<file path="src/rtl/des_ahb_pkg.sv">
// Shared definitions for the Triple DES AHB-Lite port: register map,
// register bit positions, AHB encodings and the block type.
package des_ahb_pkg;

   typedef logic [63:0] block_t;

   localparam logic [3:0] IDX_CTRL       = 4'd0;
   localparam logic [3:0] IDX_STATUS     = 4'd1;
   localparam logic [3:0] IDX_KEY0       = 4'd2;
   localparam logic [3:0] IDX_DATA_IN    = 4'd8;
   localparam logic [3:0] IDX_DATA_OUT   = 4'd9;
   localparam logic [3:0] IDX_RSVD_FIRST = 4'd10;

   localparam int CTRL_MODE  = 0;
   localparam int CTRL_FLUSH = 1;

   localparam int ST_IN_FULL   = 0;
   localparam int ST_IN_EMPTY  = 1;
   localparam int ST_OUT_FULL  = 2;
   localparam int ST_OUT_EMPTY = 3;
   localparam int ST_ERR       = 4;

   localparam logic [1:0] HTRANS_IDLE   = 2'b00;
   localparam logic [1:0] HTRANS_BUSY   = 2'b01;
   localparam logic [1:0] HTRANS_NONSEQ = 2'b10;
   localparam logic [1:0] HTRANS_SEQ    = 2'b11;

   localparam logic HRESP_OKAY  = 1'b0;
   localparam logic HRESP_ERROR = 1'b1;

   typedef enum logic [1:0] {
      IDLE,
      ERR1,
      ERR2
   } err_state_t;

endpackage

</file>
<file path="src/rtl/des_block_fifo.sv">
// Synchronous FIFO of 64-bit blocks with flush; a push on a full FIFO is
// accepted only when a pop frees a slot in the same cycle.
module des_block_fifo
   import des_ahb_pkg::*;
#(
   parameter int DEPTH = 4
) (
   input  logic                     clock,
   input  logic                     reset,
   input  logic                     flush,
   input  logic                     push,
   input  block_t                   push_data,
   input  logic                     pop,
   output block_t                   pop_data,
   output logic                     full,
   output logic                     empty,
   output logic [$clog2(DEPTH):0]   count
);

   localparam int PW = $clog2(DEPTH);

   block_t        mem [DEPTH];
   logic [PW-1:0] wr_ptr;
   logic [PW-1:0] rd_ptr;
   logic          do_push;
   logic          do_pop;

   assign do_pop   = pop && !empty;
   assign do_push  = push && (!full || do_pop);
   assign full     = (count == (PW+1)'(DEPTH));
   assign empty    = (count == '0);
   assign pop_data = mem[rd_ptr];

   // Pointers and occupancy; flush has priority so a same-cycle push is dropped.
   always_ff @(posedge clock) begin
      if (reset || flush) begin
         wr_ptr <= '0;
         rd_ptr <= '0;
         count  <= '0;
      end else begin
         if (do_push) wr_ptr <= wr_ptr + 1'b1;
         if (do_pop)  rd_ptr <= rd_ptr + 1'b1;
         count <= count + {{PW{1'b0}}, do_push} - {{PW{1'b0}}, do_pop};
      end
   end

   // Storage array; contents are don't-care while the FIFO is empty.
   always_ff @(posedge clock) begin
      if (do_push && !reset && !flush) mem[wr_ptr] <= push_data;
   end

endmodule

</file>
<file path="src/rtl/ahb_des_port.sv">
// AHB-Lite slave port for the Triple DES engine: register file, block
// FIFOs toward the core, half-word assembly for 32-bit buses and the
// two-cycle ERROR response.
module ahb_des_port
   import des_ahb_pkg::*;
#(
   parameter int DATA_W    = 64,
   parameter int IN_DEPTH  = 4,
   parameter int OUT_DEPTH = 4
) (
   input  logic              HCLK,
   input  logic              HRESET,
   input  logic              HSEL,
   input  logic              HWRITE,
   input  logic              HMASTLOCK,
   input  logic              HREADY,
   input  logic [1:0]        HTRANS,
   input  logic [2:0]        HSIZE,
   input  logic [2:0]        HBURST,
   input  logic [3:0]        HPROT,
   input  logic [31:0]       HADDR,
   input  logic [DATA_W-1:0] HWDATA,
   output logic [DATA_W-1:0] HRDATA,
   output logic              HREADYOUT,
   output logic              HRESP,
   output block_t            blk_data,
   output logic              blk_valid,
   input  logic              blk_ready,
   input  block_t            res_data,
   input  logic              res_valid,
   output logic              res_ready,
   output logic [191:0]      key,
   output logic              mode
);

   localparam int AL        = (DATA_W == 64) ? 3 : 2;
   localparam bit WIDE      = (DATA_W == 64);
   localparam int KEY_WORDS = 192 / DATA_W;
   localparam int IW        = $clog2(IN_DEPTH) + 1;
   localparam int OW        = $clog2(OUT_DEPTH) + 1;

   err_state_t    state, state_next;
   logic          addr_active, addr_error, addr_ok;
   logic [3:0]    addr_idx;
   logic          dp_valid, dp_write;
   logic [3:0]    dp_idx;
   logic          wr_commit, rd_commit, flush;
   logic          dp_in_push, dp_out_pop;
   logic          in_would_full, out_would_empty;
   logic          in_full, in_empty, out_full, out_empty;
   logic [IW-1:0] in_count;
   logic [OW-1:0] out_count;
   block_t        in_push_data, out_head;
   logic          in_half, out_half, err;
   logic [31:0]   in_lo;
   logic          key_hit;
   logic [2:0]    key_word;
   logic          unused_ok;

   assign unused_ok = ^{HMASTLOCK, HBURST, HPROT, HADDR[31:AL+4], HADDR[AL-1:0]};

   assign addr_active = HSEL && HREADY && (state != ERR1) &&
                        (HTRANS == HTRANS_NONSEQ || HTRANS == HTRANS_SEQ);
   assign addr_idx    = HADDR[AL+3:AL];

   assign wr_commit  = dp_valid && dp_write;
   assign rd_commit  = dp_valid && !dp_write;
   assign dp_in_push = wr_commit && dp_idx == IDX_DATA_IN && (WIDE || in_half);
   assign dp_out_pop = rd_commit && dp_idx == IDX_DATA_OUT && (WIDE || out_half);
   assign flush      = wr_commit && dp_idx == IDX_CTRL && HWDATA[CTRL_FLUSH];

   assign in_would_full   = (in_count == IW'(IN_DEPTH)) ||
                            (dp_in_push && in_count == IW'(IN_DEPTH - 1));
   assign out_would_empty = (out_count == '0) ||
                            (dp_out_pop && out_count == OW'(1));

   assign addr_error = addr_active &&
                       (addr_idx >= IDX_RSVD_FIRST || HSIZE != 3'(AL) ||
                        (HWRITE && addr_idx == IDX_DATA_IN && in_would_full) ||
                        (!HWRITE && addr_idx == IDX_DATA_OUT && out_would_empty));
   assign addr_ok    = addr_active && !addr_error;

   assign key_hit  = dp_idx >= IDX_KEY0 && dp_idx < IDX_KEY0 + 4'(KEY_WORDS);
   assign key_word = 3'(dp_idx - IDX_KEY0);

   assign in_push_data = WIDE ? block_t'(HWDATA) : {HWDATA[31:0], in_lo};
   assign blk_valid    = !in_empty;
   assign res_ready    = !out_full;

   des_block_fifo #(.DEPTH(IN_DEPTH)) u_in_fifo (
      .clock(HCLK), .reset(HRESET), .flush(flush),
      .push(dp_in_push), .push_data(in_push_data),
      .pop(blk_valid && blk_ready), .pop_data(blk_data),
      .full(in_full), .empty(in_empty), .count(in_count)
   );

   des_block_fifo #(.DEPTH(OUT_DEPTH)) u_out_fifo (
      .clock(HCLK), .reset(HRESET), .flush(flush),
      .push(res_valid && res_ready), .push_data(res_data),
      .pop(dp_out_pop), .pop_data(out_head),
      .full(out_full), .empty(out_empty), .count(out_count)
   );

   // Error response state register.
   always_ff @(posedge HCLK) begin
      if (HRESET) state <= IDLE;
      else        state <= state_next;
   end

   // ERROR takes a stalled first cycle then a ready second cycle.
   always_comb begin
      state_next = IDLE;
      HREADYOUT  = 1'b1;
      HRESP      = HRESP_OKAY;
      case (state)
         IDLE: begin
            if (addr_error) state_next = ERR1;
         end
         ERR1: begin
            state_next = ERR2;
            HREADYOUT  = 1'b0;
            HRESP      = HRESP_ERROR;
         end
         ERR2: begin
            HRESP = HRESP_ERROR;
            if (addr_error) state_next = ERR1;
         end
         default: state_next = IDLE;
      endcase
   end

   // Address phase capture; rejected transfers never reach a data phase.
   always_ff @(posedge HCLK) begin
      if (HRESET) begin
         dp_valid <= 1'b0;
         dp_write <= 1'b0;
         dp_idx   <= '0;
      end else begin
         dp_valid <= addr_ok;
         dp_write <= HWRITE;
         dp_idx   <= addr_idx;
      end
   end

   // Register file and half-word phase flags, updated at the end of the data phase.
   always_ff @(posedge HCLK) begin
      if (HRESET) begin
         key      <= '0;
         mode     <= 1'b0;
         err      <= 1'b0;
         in_half  <= 1'b0;
         out_half <= 1'b0;
         in_lo    <= '0;
      end else begin
         if (addr_error)
            err <= 1'b1;
         else if (wr_commit && dp_idx == IDX_STATUS && HWDATA[ST_ERR])
            err <= 1'b0;
         if (wr_commit && dp_idx == IDX_CTRL)
            mode <= HWDATA[CTRL_MODE];
         if (wr_commit && key_hit)
            key[key_word*DATA_W +: DATA_W] <= HWDATA;
         if (flush) begin
            in_half  <= 1'b0;
            out_half <= 1'b0;
         end else begin
            if (!WIDE && wr_commit && dp_idx == IDX_DATA_IN) begin
               if (!in_half) in_lo <= HWDATA[31:0];
               in_half <= !in_half;
            end
            if (!WIDE && rd_commit && dp_idx == IDX_DATA_OUT)
               out_half <= !out_half;
         end
      end
   end

   // Read data mux, driven only during an accepted read data phase.
   always_comb begin
      HRDATA = '0;
      if (rd_commit) begin
         case (dp_idx)
            IDX_CTRL:     HRDATA[CTRL_MODE] = mode;
            IDX_STATUS: begin
               HRDATA[ST_IN_FULL]   = in_full;
               HRDATA[ST_IN_EMPTY]  = in_empty;
               HRDATA[ST_OUT_FULL]  = out_full;
               HRDATA[ST_OUT_EMPTY] = out_empty;
               HRDATA[ST_ERR]       = err;
            end
            IDX_DATA_OUT: HRDATA = DATA_W'(out_head >> (out_half ? 32 : 0));
            default: begin
               if (key_hit) HRDATA = key[key_word*DATA_W +: DATA_W];
            end
         endcase
      end
   end

endmodule

</file>
<file path="config.mk">
export PLATFORM = sky130hd
export DESIGN_NAME = ahb_des_port
export DESIGN_NICKNAME = d
export VERILOG_FILES = /design/src/rtl/des_ahb_pkg.sv /design/src/rtl/des_block_fifo.sv /design/src/rtl/ahb_des_port.sv
export SDC_FILE = /design/constraint.sdc
export NUM_CORES = 1
export LEC_CHECK = 0
export ABC_CLOCK_PERIOD_IN_PS = 11100
export CAP_MARGIN = 30
export CELL_PAD_IN_SITES_DETAIL_PLACEMENT = 0
export CELL_PAD_IN_SITES_GLOBAL_PLACEMENT = 1
export CORE_ASPECT_RATIO = 1.4
export CORE_UTILIZATION = 47
export DETAILED_ROUTE_END_ITERATION = 6
export PLACE_DENSITY = 0.89
export SYNTH_ARGS = -nofsm -noshare
export SYNTH_HDL_FRONTEND = slang
export SYNTH_HIERARCHICAL = 1
export SYNTH_SLANG_ARGS = --single-unit
</file>
<file path="constraint.sdc">
create_clock -name HCLK -period 11.1 [get_ports HCLK]
set_input_delay 3.33 -clock HCLK [delete_from_list [all_inputs] [get_ports HCLK]]
set_output_delay 3.33 -clock HCLK [all_outputs]
set_load 0.03 [all_outputs]
</file>
==> summary.txt <==
Routing
  – Routed len/inst: 25.15 µm
  – DRT antenna net count: 0
  – Vias per cell: 5.657
  – DR vias: 19114
  – Final WL: 84.98 mm
  – DR pass1 iterations: 5
  – 1st-iter DRT viols: 1507
  – DRC viols: 0

Clock tree
  – Clk pin slew, worst setup/hold paths: 0.07 ns
  – Gates resized, CTS repair: 0
  – Skew-Pair Late Insertion Delay: 0.60 ns
  – Post-CTS Hold Buffers: 0
  – H-tree depth: 3
  – CTS root buf: clkbuf_16
  – # clock sinks: 732
  – Total CTS buffers: 70
  – Deepest clock path buffer count: 3
  – Postcts setup bufs: 0
  – CTS tree: yes

Finish
  – Final instance area: 0.03728 mm²
  – Nets: 2694
  – Area growth, synth to finish: 26.12%
  – Layout Cells excl Fill: 3379
  – Layout cell share with drive strength beyond 1: 0.1246

Synthesis
  – Post-synth cell types: 49
  – Cell Area, Synth: 0.02956 mm²
  – Synthesized flop and latch total: 732
  – Largest cells by area after synthesis: edfxtp_1 (52%), dfxtp_1 (15%), mux4_2 (9.1%)
  – Synth warnings: 6
  – Synthesized area per cell: 14.33 µm²
  – Register area share after synthesis: 0.6691
  – Mapped Cells: 2063
  – Dominant cell type by area after synthesis: edfxtp_1
  – Synthesized net count: 2266
  – Yosys top cell area share: 0.5201

STA
  – Setup total negative slack: 0 ns
  – Fmax: 119.9 MHz
  – Max-slew headroom: 0.3345
  – Max Slew Vio Count: 0
  – Crit path time final: 8.342 ns
  – Fin crit share: 0.7516
  – Count of final hold-check violations: 0
  – Unrepaired setup endpoints after global routing: false
  – Final worst setup slack: 2.758 ns
  – Worst slew pin tran: 0.9982 ns
  – # setup viols final: 0
  – Setup Skew: 0.01665 ns

Pwr
  – Pwr/cell area: 155.7 mW/mm²
  – Reg power frac: 0.524
  – P_leak: 11.69 nW
  – Comb pwr share: 0.058
  – Psw: 1.246 mW
  – Clock share of power: 0.418
  – Pint: 4.557 mW
  – Switching Share: 0.2147
  – Tot Pwr: 5.803 mW
  – Max VDD drop: 0.1567 mV

Die
  – Core Box Area: 0.06202 mm²
  – Die X: 214.0 µm
  – DIE AREA: 0.06392 mm²
  – Die height: 298.7 µm
  – I/O pin total: 505
  – Starting density of the core: 0.4766
  – Row cnt: 108

Global route
  – Grt ovf: 0
  – Number of global-route vias before repair: 18887
  – Initial antenna violation count: 11
  – GR Util All Layers: 0.2618
  – Global-route wire length before repair: 124.1 mm
  – Largest net degree at the start of global routing: 73

Worst setup path
  – Reg-to-reg critical path endpoint: u_in_fifo/mem[3][27]$_DFFE_PP_
  – R2r setup slk: 6.26 ns
  – Worst EP arrival: 5.01 ns
  – R2R Path Start: dp_idx[1]$_SDFF_PP0_
  – CP startpoint kind: flip-flop
  – Crit end category: output port
  – Worst path required time: 7.77 ns
  – Reg2reg path depth: 10
  – CP max FO: 43
  – Critical path class: flip-flop to output port

Placement
  – Port bufs: 467
  – Dpl ws: 3.377 ns
  – RD Place Congestion: 0.8914
  – Placed Instances: 3238
  – DP Area: 0.03476 mm²
  – Detailed placer's ending HPWL: 55.41 mm

Worst hold path
  – Worst hold path endpoint: key[132]$_SDFFE_PP0P_
  – WHS Path Cells: 2
  – Min-Delay Path Class: flip-flop to flip-flop
  – Hold path startpoint: key[132]$_SDFFE_PP0P_

Run
  – Maxcap violations: 0

Status
  – Outcome: finished clean
layout make-up:
cell class / count / area [µm²]
diodes: 9 / 22.52
multi-input cells: 1165 / 8892
flip-flops and latches: 732 / 19800
repair buffers: 503 / 5132
clock buffers: 90 / 1953
inverters: 19 / 73.82
fillers: 4736 / 24740
clock inverters: 36 / 380.4
well taps: 825 / 1032
per-layer routing:
metal  vias to the layer above  GRT usage  wire, µm
li1                       8586          -         -
met1                      9606     0.3436     34410
met2                       779     0.4230     41310
met3                       139    0.04885      5748
met4                         4     0.1223      3478
met5                         -          0        21
state kept, by name, summed over array words and instances, names as in the netlist, named ones only:
name and flops:
dp_idx 4, dp_valid 1, dp_write 1, err 1, key 192, mode 1, state 2, u_in_fifo/count 3
u_in_fifo/mem 256, u_in_fifo/rd_ptr 2, u_in_fifo/wr_ptr 2, u_out_fifo/count 3, u_out_fifo/mem 256, u_out_fifo/rd_ptr 2, u_out_fifo/wr_ptr 2
worst max-delay path, cell delays in order (launching register included):
cell and delay (ns):
dfxtp_4 0.76, buf_4 0.79, nor3_1 0.22, nor4_4 0.85, buf_4 0.56, a21oi_1 0.15
a21oi_1 0.26, clkdlybuf4s50_1 0.73
logic make-up (layout without fill, tap and decap cells):
| logic type | count (synthesis) | count (layout) | synth area share |
|---|---|---|---|
| DFF | 732 | 732 | 0.6691 |
| AOI/OAI and AO/OA | 332 | 332 | 0.06112 |
| and+or+nand+nor | 537 | 537 | 0.07974 |
| buffers and inverters | 166 | 648 | 0.03255 |
| muxes | 265 | 265 | 0.1449 |
| other | 0 | 9 | 0 |
| xor gates and xnor gates | 8 | 8 | 0.002370 |
| adders and majority gates | 23 | 23 | 0.01024 |
placed cells by master (no fill, tap or decap), types with 4 or more instances in the layout:
| master | n |
|---|---|
| clkinv_1 | 7 |
| and2_1 | 6 |
| nand2_1 | 267 |
| buf_12 | 4 |
| diode_2 | 9 |
| nand3_1 | 107 |
| clkbuf_16 | 75 |
| mux2i_1 | 137 |
| dfxtp_4 | 4 |
| a31o_2 | 21 |
| clkinv_2 | 13 |
| and3_4 | 5 |
| xnor2_1 | 4 |
| a21oi_1 | 125 |
| nor2b_1 | 14 |
| o21ai_0 | 130 |
| inv_1 | 18 |
| clkdlybuf4s50_1 | 466 |
| mux4_1 | 8 |
| edfxtp_1 | 512 |
| buf_16 | 7 |
| mux4_2 | 120 |
| buf_4 | 26 |
| bufinv_16 | 7 |
| clkbuf_1 | 13 |
| nor2_1 | 99 |
| inv_6 | 4 |
| nor3_1 | 13 |
| xor2_1 | 4 |
| dfxtp_1 | 214 |
| ha_1 | 21 |
| o21ai_1 | 42 |
| and3_2 | 5 |
how the worst max path moves through the flow:
| stage | start | to | slack [ns] | depth (start not counted) |
|---|---|---|---|---|
| floorplan | dp_idx[1]$_SDFF_PP0_ | HRDATA[53] | 5.05 | 12 |
| global placement | dp_idx[1]$_SDFF_PP0_ | HRDATA[36] | 3.44 | 7 |
| detailed placement | dp_idx[1]$_SDFF_PP0_ | HRDATA[36] | 3.38 | 7 |
| CTS | dp_idx[1]$_SDFF_PP0_ | HRDATA[36] | 2.68 | 7 |
| global route | dp_idx[1]$_SDFF_PP0_ | HRDATA[36] | 2.55 | 7 |
| finish | dp_idx[1]$_SDFF_PP0_ | HRDATA[36] | 2.76 | 7 |
cell usage after synthesis, drive strengths merged:
library cell  number
mux4             128
nand3            109
nor3              14
and4b              1
nor2              99
xor2               4
o41ai              1
a21boi             2
edfxtp           512
o211a              1
xnor2              4
buf               87
clkbuf            60
o31ai              3
or2                2
inv               19
nor4               4
nand2b             2
and2               7
o311ai             3
nand3b             1
a21oi            125
o21ai            172
ha                21
mux2i            137
fa                 2
nor2b             14
a31o              21
nor3b              3
a221oi             1
dfxtp            220
o21a               1
a21bo              2
nor4bb             1
nand2            267
nand4              3
and3              10
power by group through the flow:
stage	combinational (mW)	sequential, mW	clock [mW]
2_1_floorplan	0.173	3.09	0
3_3_place_gp	0.315	3.09	0
3_5_place_dp	0.326	3.10	0
4_1_cts	0.327	3.04	2.48
5_1_grt	0.363	3.04	2.58
6_report	0.339	3.04	2.43
metrics by stage:
| step | hold WS, ns | util |
|---|---|---|
| floorplan | 0.4677 | - |
| global placement | 0.4604 | 0.5587 |
| detailed placement | 0.4696 | 0.5605 |
| CTS | 0.4792 | 0.5981 |
| global route | 0.4979 | 0.6011 |
| finish | 0.4788 | 0.6011 |
Power figures use the tool's default switching activity.
